**config.mk**
```make
export PLATFORM = sky130hd
export DESIGN_NAME = ram_dp_pipe
export DESIGN_NICKNAME = d
export VERILOG_FILES = /design/src/rtl/ram_dp_pipe.sv
export SDC_FILE = /design/constraint.sdc
export NUM_CORES = 2
export LEC_CHECK = 0
export CAP_MARGIN = 20
export CORE_UTILIZATION = 65
export CTS_BUF_LIST = sky130_fd_sc_hd__clkbuf_8
export DETAILED_ROUTE_END_ITERATION = 8
export HOLD_SLACK_MARGIN = 0.06
export PLACE_DENSITY = 0.9
export SLEW_MARGIN = 20
export SYNTH_ARGS = -nofsm -noshare
export SYNTH_HDL_FRONTEND = slang
export SYNTH_SLANG_ARGS = --single-unit
```
**constraint.sdc**
```tcl
create_clock -name clk -period 4.4 [get_ports clk]
set_input_delay 0.88 -clock clk [delete_from_list [all_inputs] [get_ports clk]]
set_output_delay 0.88 -clock clk [all_outputs]
set_load 0.005 [all_outputs]
```
**src/rtl/ram_dp_pipe.sv**
```systemverilog
// Simple dual-port RAM with byte-enable writes, a 1..3 stage read pipeline,
// selectable read/write collision behaviour and out-of-range address flags.
module ram_dp_pipe #(
  parameter int unsigned DATA_WIDTH   = 32,
  parameter int unsigned ADDR_WIDTH   = 6,
  parameter int unsigned DEPTH        = 48,
  parameter int unsigned RD_LATENCY   = 1,
  parameter bit          WRITE_FIRST  = 1'b0,
  parameter bit          CLEAR_ON_RST = 1'b1
) (
  input  logic                    clk,
  input  logic                    rst,
  input  logic                    wr_enb,
  input  logic [ADDR_WIDTH-1:0]   wr_addr,
  input  logic [DATA_WIDTH-1:0]   wr_data,
  input  logic [DATA_WIDTH/8-1:0] wr_be,
  input  logic                    rd_enb,
  input  logic [ADDR_WIDTH-1:0]   rd_addr,
  output logic [DATA_WIDTH-1:0]   rd_data,
  output logic                    rd_valid,
  output logic                    rd_err,
  output logic                    wr_err
);

  localparam int unsigned NumBytes = DATA_WIDTH / 8;
  localparam logic [ADDR_WIDTH:0] DepthLim = (ADDR_WIDTH + 1)'(DEPTH);

  logic [DATA_WIDTH-1:0] mem [DEPTH];

  logic                  wr_in_range;
  logic                  rd_in_range;
  logic                  collide;
  logic [DATA_WIDTH-1:0] old_word;
  logic [DATA_WIDTH-1:0] merged_word;
  logic [DATA_WIDTH-1:0] rd_word;

  logic [RD_LATENCY-1:0] vld_q;
  logic [RD_LATENCY-1:0] err_q;
  logic [DATA_WIDTH-1:0] dat_q [RD_LATENCY];
  logic                  wr_err_q;

  always_comb begin
    wr_in_range = ({1'b0, wr_addr} < DepthLim);
    rd_in_range = ({1'b0, rd_addr} < DepthLim);
    collide     = wr_enb && wr_in_range && (wr_addr == rd_addr);
    old_word    = '0;
    if (rd_in_range) begin
      old_word = mem[rd_addr];
    end
    // Merged word is what the addressed location will hold after this edge.
    merged_word = old_word;
    for (int b = 0; b < NumBytes; b++) begin
      if (collide && wr_be[b]) begin
        merged_word[8*b +: 8] = wr_data[8*b +: 8];
      end
    end
    rd_word = WRITE_FIRST ? merged_word : old_word;
  end

  always_ff @(posedge clk) begin
    if (rst) begin
      if (CLEAR_ON_RST) begin
        for (int w = 0; w < DEPTH; w++) begin
          mem[w] <= '0;
        end
      end
    end else if (wr_enb && wr_in_range) begin
      for (int b = 0; b < NumBytes; b++) begin
        if (wr_be[b]) begin
          mem[wr_addr][8*b +: 8] <= wr_data[8*b +: 8];
        end
      end
    end
  end

  // Data stages only load on a valid entry so rd_data holds between results.
  always_ff @(posedge clk) begin
    if (rst) begin
      vld_q    <= '0;
      err_q    <= '0;
      wr_err_q <= 1'b0;
      for (int s = 0; s < RD_LATENCY; s++) begin
        dat_q[s] <= '0;
      end
    end else begin
      wr_err_q <= wr_enb && !wr_in_range;
      vld_q[0] <= rd_enb;
      err_q[0] <= rd_enb && !rd_in_range;
      if (rd_enb) begin
        dat_q[0] <= rd_word;
      end
      for (int s = 1; s < RD_LATENCY; s++) begin
        vld_q[s] <= vld_q[s-1];
        err_q[s] <= err_q[s-1];
        if (vld_q[s-1]) begin
          dat_q[s] <= dat_q[s-1];
        end
      end
    end
  end

  assign rd_data  = dat_q[RD_LATENCY-1];
  assign rd_valid = vld_q[RD_LATENCY-1];
  assign rd_err   = err_q[RD_LATENCY-1];
  assign wr_err   = wr_err_q;

endmodule

```
**Word-level counts from Yosys, hierarchy flattened**

Memory sizes are Yosys's and may differ from the RTL's.
Index checks and enable logic that the tools add are counted.

- Flip-flop bits (word level): 3
- Latch bits: 0
- Memory bits (writable): 1,568
- Memory bits (read-only): 0
- Input port bits: 52
- Output and inout port bits: 35
- Logic and storage cells: 41
- Memories: 2

- $add $sub $neg: 0
- Multiply operators: 0
- Divide/modulo/power cells: 0
- Magnitude comparators: 2
- Equal/unequal tests: 0
- Shifts and indexed selects: 0
- Mux-type cells: 27
- Bitwise gates (word level): 0
- Reductions and logical operators: 7

Memory list:

| name | depth | width | read ports | clocked after memory_dff | write ports | RTL line | source |
|---|---|---|---|---|---|---|---|
| mem | 48 | 32 | 1 | 0 | 48 | 28 | `logic [DATA_WIDTH-1:0] mem [DEPTH];` |
| dat_q | 1 | 32 | 1 | 0 | 1 | 39 | `logic [DATA_WIDTH-1:0] dat_q [RD_LATENCY];` |

Operators with widths:

| operator | number |
|---|---|
| 32-bit 2-to-1 mux | 3 |
| 32-bit OR reduction | 2 |
| 1-bit 2-to-1 mux | 22 |
| 6-bit less-than comparator, second input constant | 2 |
| 6-bit 2-to-1 mux | 1 |
| 4-bit 2-to-1 mux | 1 |
| 1-bit logical AND | 3 |
| 1-bit logical NOT | 2 |

**Longest topological paths before layout**

- Word-level depth: 7
- Mapped depth: 9
- Mapped depth without buffers: 5

**Least setup slack after synthesis**

OpenSTA, ideal clock, no wires.

- Path kind: input-to-reg
- Start: input rd_addr[1]
- End: memory dat_q[0][13] (data pin)
- Library setup time: 0.255 ns
- Data arrival time: 2.361 ns
- Data required time: 4.145 ns
- Slack: 1.784 ns
- Stages: 7
- Path buffers: 3
- Cell sequence: buf_2 buf_6 buf_2 mux4_2 mux2i_1 o211ai_1 and3_1

- Word-level cells in the longest chain between the ends: 3
- Elaborated cells between the ends (all ways): 4
- Those cells by class: order compare: 1; mux: 2; memory: 1

Ends and longest elaborated chain:

| element | RTL line | source |
|---|---|---|
| start, declared | 18 | `input logic [ADDR_WIDTH-1:0] rd_addr,` |
| memory read 48 x 32 bit / 6-bit less-than comparator (equally long branches) | n/a |  |
| 32-bit 2-to-1 mux (*) | 47 | `if (rd_in_range) begin` |
| 32-bit 2-to-1 mux (no source line) (*) | n/a |  |
| end, declared | 39 |  |

Every way passes the cells marked *; elsewhere a longest branch is shown, timed or not.

==> flow_summary.json <==
{
  "tns_ns": 0,
  "grt_overflow": 0,
  "syn_avg_cell_area_um2": 15.1,
  "port_buffers": 86,
  "drc": 39,
  "synth_cells": 4813,
  "leakage_nw": 27.9,
  "cts_max_path_buffers": 3,
  "clock-root-buffer": "clkbuf_8",
  "r2r-start": "mem[16][1]",
  "ys_seq_area_frac": 0.651,
  "yosys_warnings": 0,
  "worst_hold_slack_ns": 0.598,
  "period_share": 0.766,
  "ant_nets": 0,
  "grt_pass1_vias": 42522,
  "synthFlopType": "edfxtp_1",
  "r2r-end": "dat_q[0][1]",
  "crit_slowest_cell": "nor4_1",
  "tritoncts": "yes",
  "ys_types": 36,
  "die_w_um": 336,
  "clkTransAtPathRegs_ns": 0.06,
  "cts_setup_buffers": 0,
  "endpoint": "mem[0][17]",
  "grt_pass1_wl_um": 279000,
  "hp-class": "input port to flip-flop",
  "clk_latency_ns": 0.93,
  "synth_top_area_frac": 0.650,
  "drv_cap": 0,
  "wl_per_cell_um": 29.1,
  "crit_required_ns": 5.00,
  "synth_edf_count": 1568,
  "vias": 43334,
  "fin_skew_ns": 0.0571,
  "drv_slew": 0,
  "peakVddDrop_uv": 256,
  "grt_max_degree": 77,
  "outcome": "complete, but fails checks",
  "cts_hold_buf": 0,
  "dieArea_um2": 113000,
  "routed_via_density": 6.56,
  "numCtsBuffers": 231,
  "synth_seq_cells": 1571,
  "path_class": "input port to flip-flop",
  "ys_top_cells_by_area": "edfxtp_1 65%, and2_1 13%, mux4_2 9.9%",
  "worstSetupEndpointType": "flip-flop",
  "die_h_um": 336,
  "fin_nets": 4984,
  "synthToLayoutAreaGrowth_pct": 9.00,
  "cp-start-kind": "input port",
  "r2r_slack_ns": 2.30,
  "relSlewSlack": 0.158,
  "fin_crit_ns": 3.37,
  "grt_usage": 0.345,
  "post_cts_resized": 0,
  "dpl.hpwl_um": 123000,
  "antenna_found_initial": 13,
  "crit_path_cell_trace": "clkdlybuf4s50_1, nor4_1, nand2_1, nor2_1, or2_2",
  "syn_nets": 4865,
  "powerDensity_nw_per_um2": 387,
  "drtIter0Drc": 6896,
  "boundaryPins": 87,
  "cp_data_arrival_time_ns": 3.97,
  "violations": "DRC",
  "crit_path_max_fanout": 9,
  "finalHoldViolations": 0,
  "reg2reg_depth": 4,
  "cpPeakStageDelay_ns": 0.77,
  "firstDrtPassIters": 9,
  "synthesis.area_um2": 72500,
  "place_congestion": 0.943,
  "max_freq_mhz": 297,
  "setup_violations": 0,
  "synth_top_cell_by_area": "edfxtp_1",
  "synthArstFlopShare": 0,
  "drive_gt1_frac": 0.201,
  "rsz0062_at_grt": "no",
  "initial_core_util": 0.655,
  "htree_levels": 4,
  "placeableCoreArea_um2": 111000,
  "drt-total-wl_um": 192000,
  "critPathLaunch": "wr_addr[4]",
  "clkSinkCount": 1571,
  "tightest_slew_ns": 1.26,
  "num_rows": 122
}
==> synth_stat cells (14+ instances only) <==
library cell	number
mux4_2	320
nand2_1	81
nand3_1	19
or2_2	194
and3_1	18
mux2_2	56
o21ai_0	59
mux2i_1	185
buf_4	42
o22ai_1	19
buf_6	14
and2_1	1538
o211ai_1	34
a22oi_1	34
buf_2	66
a21oi_1	41
o221ai_1	26
a221oi_1	18
clkbuf_1	224
edfxtp_1	1568
nor2_1	202
==> through the flow <==
step	worst slack [ns]	cell area, µm²	utilization	power, W	cells
floorplan	1.78	72500	-	0.0191	4813
global placement	0.480	74900	0.677	0.0200	6187
detailed placement	0.392	74900	0.677	0.0201	6187
CTS	1.37	79000	0.714	0.0305	6593
global route	1.14	79000	0.714	0.0312	6596
finish	1.03	79000	0.714	0.0305	6604
==> worst max-delay path, delay by kind of cell <==
kind          cells  cell delay, ns
buf+inv           1            0.66
simple gates      4            2.42
==> worst min-delay path by stage <==
stage / startpoint / to / slack (ns) / cells after the start
final: rst / wr_err / 0.60 / 3
after global routing: rst / wr_err / 0.58 / 3
after CTS: rst / wr_err / 0.53 / 3
after detailed placement: mem[28][14] / dat_q[0][14] / 0.97 / 4
after global placement: mem[30][7] / dat_q[0][7] / 0.95 / 4
after floorplan: mem[28][29] / dat_q[0][29] / 0.86 / 4
==> cells by family (layout without fill, tap and decap cells) <==
logic type,Yosys count,count (layout),synth area share
DFF,1571,1571,0.651
AOI/OAI and AO/OA,246,246,0.0230
and+or+nand+nor,2080,2080,0.169
buffers and inverters,355,647,0.0234
muxes,561,561,0.134
other,0,11,0
==> flip-flops by register name, indices dropped and copies added, names as in the netlist <==
name	flops
mem	1536
dat_q	32
rd_err	1
rd_valid	1
wr_err	1
==> power by group <==
group	switching [W]	leakage, nW	total (W)	internal, W
Combinational	0.00149	10.6	0.00243	0.000937
Sequential	0.000292	15.0	0.0175	0.0172
Clock	0.00558	2.38	0.0106	0.00503
Total	0.00736	27.9	0.0305	0.0232
==> layout by cell type, fill, tap and decap left out, drive strengths merged, types with 9 or more instances in the layout <==
cell | synthesis | final
mux2i | 185 | 185
edfxtp | 1568 | 1568
nor2 | 203 | 203
a22oi | 34 | 34
buf | 128 | 161
inv | 2 | 87
o22ai | 19 | 19
nand2 | 81 | 81
clkdlybuf4s50 | 0 | 78
clkbuf | 225 | 233
a211oi | 9 | 9
o211ai | 34 | 34
nand3 | 19 | 19
a221oi | 18 | 18
nand2b | 11 | 11
a21oi | 41 | 41
or2 | 194 | 194
and3 | 18 | 18
and2 | 1538 | 1538
mux2 | 56 | 56
o221ai | 26 | 26
clkinv | 0 | 85
diode | 0 | 11
o21ai | 59 | 59
mux4 | 320 | 320
==> area by class of cell <==
cell class	instances	area [µm²]
Antenna cell	11	27.5
Clock buffer	233	3210
Clock inverter	173	832
Fill cell	6435	31700
Inverter	2	7.51
Multi-Input combinational cell	2887	23700
Sequential cell	1571	47100
Tap cell	1488	1860
Timing Repair Buffer	239	2240
==> layer usage <==
metal  wire length (µm)  vias to the layer above  share of wire  track usage
li1                   -                    17883              -            -
met1              63700                    21221           0.33        0.445
met2              86800                     3510           0.45        0.514
met3              27900                      694           0.15        0.111
met4              13200                       26          0.069        0.212
met5                293                        -         0.0015            0
Note: power is estimated with default switching activity, not from simulation.
